`src/rtl/spi_dev_pkg.sv`:
```
// spi_dev_pkg: shared read-state encoding and default command bytes for spi_dev blocks
package spi_dev_pkg;
    typedef enum logic [1:0] {RD_IDLE, RD_STATUS, RD_DATA, RD_DONE} rd_state_t;
    localparam logic [7:0] CMD_WRITE = 8'hE2;
    localparam logic [7:0] CMD_READ  = 8'hE3;
endpackage

```
`src/rtl/spi_dev_sresp.sv`:
```
// spi_dev_sresp: streams FIFO response words as bytes on pw_rdata; SPI_SRESP_STATUS_EN adds a leading status byte
module spi_dev_sresp
    import spi_dev_pkg::*;
#(
    parameter logic [7:0] CMD_BYTE   = CMD_READ,
    parameter int         RSP_LEN    = 8,
    parameter bit         RSP_REPEAT = 1'b1
) (
    input  logic                   clk,
    input  logic                   rst,
    input  logic [7:0]             pw_wdata,
    input  logic                   pw_wcmd,
    input  logic                   pw_wstb,
    input  logic                   pw_end,
    output logic                   pw_req,
    input  logic                   pw_gnt,
    output logic [7:0]             pw_rdata,
    input  logic                   pw_rstb,
    input  logic [8*RSP_LEN-1:0]   rsp_data,
    input  logic                   rsp_valid,
    output logic                   rsp_ready
);
    localparam int CW = $clog2(RSP_LEN) + 1;
    localparam logic [CW-1:0] LAST = CW'(RSP_LEN - 1);
`ifdef SPI_SRESP_STATUS_EN
    localparam rd_state_t FIRST = RD_STATUS;
`else
    localparam rd_state_t FIRST = RD_DATA;
`endif
    rd_state_t state, nxt;
    logic [8*RSP_LEN-1:0] shreg;
    logic [CW-1:0] cnt;
    logic have, rel, start, take, last;
    // rel marks the cycle after a word-end pop, when the FIFO head already shows the next word
    // state register
    always_ff @(posedge clk) begin
        if (rst) state <= RD_IDLE;
        else     state <= nxt;
    end
    // next state, byte mux and pop strobe; pw_end wins over a simultaneous start
    always_comb begin
        start     = pw_wstb && pw_wcmd && (pw_wdata == CMD_BYTE);
        take      = pw_rstb && pw_gnt && !rel;
        last      = cnt == LAST;
        nxt       = state;
        pw_req    = state != RD_IDLE;
        pw_rdata  = 8'h00;
        rsp_ready = 1'b0;
        case (state)
            RD_STATUS: begin
                pw_rdata = {have, 7'd0};
                nxt      = take ? RD_DATA : state;
            end
            RD_DATA: begin
                pw_rdata  = shreg[8*RSP_LEN-1 -: 8];
                rsp_ready = take && last && have;
                nxt       = (take && last && !RSP_REPEAT) ? RD_DONE : state;
            end
            default: ;
        endcase
        nxt = start ? FIRST : nxt;
        nxt = pw_end ? RD_IDLE : nxt;
    end
    // shift register, byte counter and word reload
    always_ff @(posedge clk) begin
        if (rst || pw_end) begin
            shreg <= '0;
            have  <= 1'b0;
            cnt   <= '0;
            rel   <= 1'b0;
        end else if (start || rel) begin
            shreg <= rsp_valid ? rsp_data : '0;
            have  <= rsp_valid;
            cnt   <= start ? '0 : cnt;
            rel   <= 1'b0;
        end else if (state == RD_DATA && take) begin
            shreg <= shreg << 8;
            cnt   <= last ? '0 : cnt + 1'b1;
            rel   <= last && RSP_REPEAT;
        end
    end
endmodule
```
`config.mk`:
```
export PLATFORM = sky130hd
export DESIGN_NAME = spi_dev_sresp
export DESIGN_NICKNAME = d
export VERILOG_FILES = /design/src/rtl/spi_dev_pkg.sv /design/src/rtl/spi_dev_sresp.sv
export SDC_FILE = /design/constraint.sdc
export NUM_CORES = 1
export LEC_CHECK = 0
export ABC_AREA = 0
export BUFFER_PORTS_ARGS = -buffer_cell sky130_fd_sc_hd__buf_2
export CAP_MARGIN = 5
export CORE_MARGIN = 5
export CORE_UTILIZATION = 40
export DETAILED_ROUTE_END_ITERATION = 8
export PLACE_DENSITY = 0.75
export SLEW_MARGIN = 30
export SYNTH_ARGS = -nofsm -noshare
export SYNTH_HDL_FRONTEND = slang
export SYNTH_SLANG_ARGS = --single-unit
```
`constraint.sdc`:
```
create_clock -name clk -period 1.9 [get_ports clk]
set_clock_uncertainty 0.1 [all_clocks]
set_input_delay 0.19 -clock clk [delete_from_list [all_inputs] [get_ports clk]]
set_output_delay 0.19 -clock clk [all_outputs]
set_load 0.005 [all_outputs]
```
==> impl_metrics.json, run 1 <==
{
  "yosys_warnings": 0,
  "slew_viol_final": 0,
  "clk_transition_reported_paths_ns": 0.07,
  "power.total_mw": 2.785,
  "dr_total_vias": 3033,
  "antenna_found_initial": 0,
  "yosys.area_share.adder_pct": 0.3733,
  "hpwl_um": 5745,
  "syn_to_final_growth_pct": 26.95,
  "totalWireLength_um": 8528,
  "grt_setup_unrepaired": "no",
  "seqCellArea_um2": 1421,
  "synth_area_per_cell_um2": 9.604,
  "ios": 90,
  "fin_setup_tns_ns": 0,
  "antenna_cells": 0,
  "die_area_um2": 10310,
  "multi_input_area_um2": 1725,
  "setup.worst_path.class": "reg2out",
  "cp.arrival_ns": 1.46,
  "max-cap-violations": 0,
  "synth_cell_types": 28,
  "port_buffers": 89,
  "outcome": "finished, final reports clean",
  "grt_pass1_wl_um": 13830,
  "synth-seq-cells": 71,
  "ant_nets": 0,
  "hold_ws_ns": 0.01143,
  "seq_area_frac_synth_pct": 42.40,
  "worst_pin_slew_ns": 0.3938,
  "end_kind": "output pin",
  "grt_max_degree": 77,
  "via_per_inst": 5.617,
  "cts-root-buf": "clkbuf_8",
  "irDropWorstVdd_uv": 420.8,
  "grtUsageTotal_pct": 16.86,
  "synth_xor_area_share_pct": 0.2613,
  "syn_nets": 430,
  "h-tree-depth": 3,
  "stdcell_count": 540,
  "numCtsBuffers": 9,
  "synth-compound-area-share_pct": 15.30,
  "setup_viol": 0,
  "row_count": 33,
  "r2r_cells": 4,
  "post_cts_buffers": 0,
  "fmax_mhz": 571.9,
  "path_max_fanout": 13,
  "syn_inst": 349,
  "drive_gt1_share_pct": 26.90,
  "gp_congestion": 0.7757,
  "syn-cell-area_um2": 3352,
  "wl_per_cell_um": 15.79,
  "synth_top_family_by_area": "simple AND/OR/NAND/NOR gates",
  "die_w_um": 101.5,
  "powerDensity_nw_per_um2": 654.5,
  "hold_viol_final": 0,
  "fin_ws_ns": 0.1515,
  "clock_latency_ns": 0.33,
  "timing.final.crit_period_ns": 1.748,
  "clockBufferDepth": 2,
  "core-area_um2": 8175,
  "hold_path.class": "in2reg",
  "drtPass1Iterations": 4,
  "fp.dieH_um": 101.5,
  "leakagePower_nw": 1.889,
  "dp_slack_ns": 0.2407,
  "worst_slew_margin_rel_pct": 73.75,
  "grt_pass1_vias": 2834,
  "cts_tree": "built",
  "fin_crit_sh_pct": 92.03,
  "synth_simple_gate_area_share_pct": 18.59,
  "cp-start-kind": "flop",
  "initial_core_util_pct": 41.00,
  "drc": 0,
  "crit_required_ns": 1.61,
  "muxShareOfSynthArea_pct": 16.72,
  "dp.cells": 508,
  "n_fill_cell": 763,
  "grt_remaining_overflow": 0,
  "drtIter0Drc": 198,
  "num-nets-final": 512,
  "hold_depth": 3,
  "clock_sinks": 71
}
[cells by family after synthesis]
kind of cell,after synthesis
buffers and inverters,46
AND/OR/NAND/NOR,104
XOR/XNOR,1
multiplexers,56
adder cells (fa/ha/maj),1
AO/OA/AOI/OAI,70
flip-flops,71
[registers in the layout, summed over array words and instances, names as in the netlist]
signal / flops
shreg: 64
have: 1
cnt: 4
rel: 1
state: 1
[worst paths after layout]
check / start / endpoint / slack (ns)
setup reg to reg: rel / shreg[14] / 0.42
setup / recovery: state[1] / rsp_ready / 0.15
hold reg to reg: have / have / 0.36
hold / removal: rsp_data[22] / shreg[22] / 0.01
[stage by stage]
stage	utilization (%)	area, um2
2_1_floorplan	-	3352
3_3_place_gp	47.73	3902
3_5_place_dp	47.73	3902
4_1_cts	51.93	4245
5_1_grt	52.05	4255
6_report	52.05	4255
[critical path, stage by stage (launching register included)]
cell     delay, ns
dfxtp_1       0.38
and4b_1       0.20
buf_4         0.23
and3_1        0.19
buf_2         0.11
[repair_timing]
| action | CTS | global route |
|---|---|---|
| hold buffers | 16 | 1 |
| resized for setup | 0 | 0 |
| endpoints found under the hold margin | 16 | 1 |
[power breakdown]
part	total [mW]	switching, mW	internal (mW)
logic	0.206	0.108	0.0981
registers	1.49	0.000114	1.49
clock network	1.09	0.523	0.569
[placed cells by master (no fill, tap or decap), types with 2 or more instances in the layout]
master          n
buf_2          89
dfxtp_1        71
nand4_1        65
mux2i_1        56
o31ai_1        56
dlygate4sd3_1  17
clkbuf_8       12
nand3_1        11
and2_1          8
buf_12          8
o21ai_1         7
nor2_1          5
nand2_1         4
o21ai_0         3
a21oi_1         3
nand4b_1        2
clkinv_2        2
buf_4           2
[area by class of cell]
type / instances / area share, %
multi-input cells: 232 / 40.55
flip-flops and latches: 71 / 33.40
repair buffers: 116 / 18.58
clock buffers: 12 / 3.881
well taps: 105 / 3.087
clock inverters: 3 / 0.4116
inverters: 1 / 0.08821
[cells in the mapped netlist (all sizes together)]
cell / n / share of area [%]
nand2: 4 / 0.45
o21ai: 10 / 1.5
nor3: 1 / 0.15
buf: 19 / 3.3
nand2b: 1 / 0.19
nor4: 1 / 0.19
nor2: 6 / 0.67
dfxtp: 71 / 42
a21oi: 3 / 0.45
o31ai: 56 / 13
and3b: 1 / 0.26
or4: 1 / 0.22
nand4: 65 / 12
inv: 1 / 0.11
nand3: 11 / 1.6
or2: 1 / 0.19
and3: 1 / 0.19
clkbuf: 26 / 2.9
xor2: 1 / 0.26
nand4b: 2 / 0.52
o41ai: 1 / 0.82
and4b: 1 / 0.30
ha: 1 / 0.37
mux2i: 56 / 17
and2: 8 / 1.5
[per-layer routing]
metal  wire length (um)  global-route usage (%)  vias up  part of all wire (%)
met5                  0                       0        -                     0
met4                 81                   4.703        0                  0.95
met3                635                   4.614        4                   7.4
met2               3992                   26.46      103                    47
met1               3818                   22.85     1400                    45
li1                   -                       -     1526                     -
No activity file was read; power rests on OpenSTA's default activity.
==> run 2: changes to the inputs <==
==> constraint.sdc (replaced) <==
create_clock -name clk -period 2.2 [get_ports clk]
set_clock_uncertainty 0.1 [all_clocks]
set_input_delay 0.22 -clock clk [delete_from_list [all_inputs] [get_ports clk]]
set_output_delay 0.22 -clock clk [all_outputs]
set_load 0.01 [all_outputs]
==> run 2 against run 1 <==
Against the previous run: flip-flop and latch count unchanged; die area unchanged; global-route usage down 0.15 points; hold slack better by 0.0088 ns; design area down 3.5%; sequential power down 14%; combinational power down 28%.
==> impl_metrics.json, run 2 (synthesized netlist as in run 1, its figures left out) <==
{
  "outcome": "finished, final reports clean",
  "cts_resized": 0,
  "r2r_cells": 5,
  "swShare_pct": 21.85,
  "antenna_found_initial": 0,
  "powerDensity_nw_per_um2": 626.9,
  "fp.dieH_um": 101.5,
  "clockBufferDepth": 2,
  "clk_transition_reported_paths_ns": 0.08,
  "worst_slew_margin_rel_pct": 58.14,
  "hold_viol_final": 0,
  "post_cts_buffers": 0,
  "clock_sinks": 71,
  "met2_usage_pct": 25.10,
  "crit_required_ns": 1.88,
  "drtPass1Iterations": 4,
  "largest_reg_flops": 64,
  "fmax_mhz": 535.6,
  "end_kind": "output pin",
  "totalWireLength_um": 8506,
  "reg_top3": "shreg x64, cnt x4",
  "grt_pass1_wl_um": 13790,
  "grtUsageTotal_pct": 16.71,
  "hpwl_um": 5822,
  "ios": 90,
  "dr_total_vias": 2996,
  "cp-start-kind": "flop",
  "grt_setup_unrepaired": "no",
  "p_clk_share_pct": 44.3,
  "via_per_inst": 5.707,
  "leakagePower_nw": 1.836,
  "max-cap-violations": 0,
  "irDropWorstVdd_uv": 286.1,
  "ant_nets": 0,
  "largest-register": "shreg",
  "setup_viol": 0,
  "worst_pin_slew_ns": 0.6280,
  "path_max_fanout": 12,
  "numCtsBuffers": 9,
  "fin_setup_tns_ns": 0,
  "cts-root-buf": "clkbuf_8",
  "p_switching_mw": 0.5625,
  "initial_core_util_pct": 41.00,
  "cp.arrival_ns": 1.55,
  "setup.worst_path.class": "reg2out",
  "gp_congestion": 0.7706,
  "cts_tree": "built",
  "cts_hold_buf": 0,
  "busiest_layer": "met2",
  "hold_depth": 3,
  "slew_viol_final": 0,
  "hold_path.class": "in2reg",
  "fin_crit_sh_pct": 84.87,
  "drtIter0Drc": 208,
  "port_buffers": 89,
  "syn_to_final_growth_pct": 22.51,
  "use_met1_pct": 23.19,
  "use_met3_pct": 4.270,
  "layout_common_cells": "89 x buf_2, 71 x dfxtp_1, 65 x nand4_1",
  "antenna_cells": 0,
  "seqPwrFrac_pct": 49.9,
  "grt_pass1_vias": 2809,
  "p_int_mw": 2.012,
  "drive_gt1_share_pct": 28.33,
  "wl_per_cell_um": 16.20,
  "row_count": 33,
  "grt_remaining_overflow": 0,
  "num-nets-final": 496,
  "h-tree-depth": 3,
  "drc": 0,
  "timing.final.crit_period_ns": 1.867,
  "final_common_cell": "buf_2",
  "die_w_um": 101.5,
  "n_fill_cell": 784,
  "core-area_um2": 8175,
  "grt_max_degree": 77,
  "hold_ws_ns": 0.02026,
  "die_area_um2": 10310,
  "pwr-share-comb_pct": 5.8,
  "clock_latency_ns": 0.34
}
[run 2: cell count changes in the layout (fill, tap and decap cells not counted), sizes merged]
cell	previous run	this run
clkbuf	12	10
clkinvlp	1	0
clkinv	2	4
dlygate4sd3	17	0
bufinv	0	2
buf	99	100
[run 2: per-stage QoR]
step	setup WS (ns)	instance area [um2]	total power, mW	util, %	instances
4_1_cts	0.2837	4106	2.606	50.23	525
3_5_place_dp	0.4009	3885	1.464	47.52	509
2_1_floorplan	0.6367	3352	1.367	-	349
6_report	0.3329	4106	2.574	50.23	525
5_1_grt	0.2268	4106	2.669	50.23	525
3_3_place_gp	0.4521	3885	1.464	47.52	509
[run 2: final timing paths]
path,start,end,slack (ns)
worst max-delay path,state[1],rsp_ready,0.33
worst min-delay path,rsp_data[14],shreg[14],0.02
worst max register to register,state[1],cnt[2],0.53
worst min register to register,have,have,0.36
[run 2: power groups by stage]
stage	clock [mW]	combinational, mW	sequential [mW]
CTS	1.17	0.150	1.28
global route	1.22	0.163	1.28
detailed placement	0	0.150	1.31
global placement	0	0.150	1.31
finish	1.14	0.149	1.28
floorplan	0	0.0523	1.31
[run 2: routing by layer]
layer | vias to the layer above | share of wire (%) | routed length [um]
met5 | - | 0 | 0
met4 | 0 | 1.7 | 144
met3 | 10 | 7.0 | 594
met2 | 102 | 47 | 3963
met1 | 1388 | 45 | 3804
li1 | 1496 | - | -
[run 2: layout make-up]
cell class | instances | area [um2] | area share [%]
timing repair buffer | 100 | 603.1 | 14.69
tap | 105 | 131.4 | 3.199
inverter | 1 | 3.754 | 0.09141
sequential | 71 | 1421 | 34.61
clock buffer | 10 | 137.6 | 3.352
clock inverter | 6 | 83.83 | 2.041
multi-input combinational | 232 | 1725 | 42.02
[run 2: worst max-delay path: stages, from the launching register on]
cell and delay, ns:
dfxtp_1 0.52, and4b_1 0.37, and3_1 0.19, buf_2 0.13
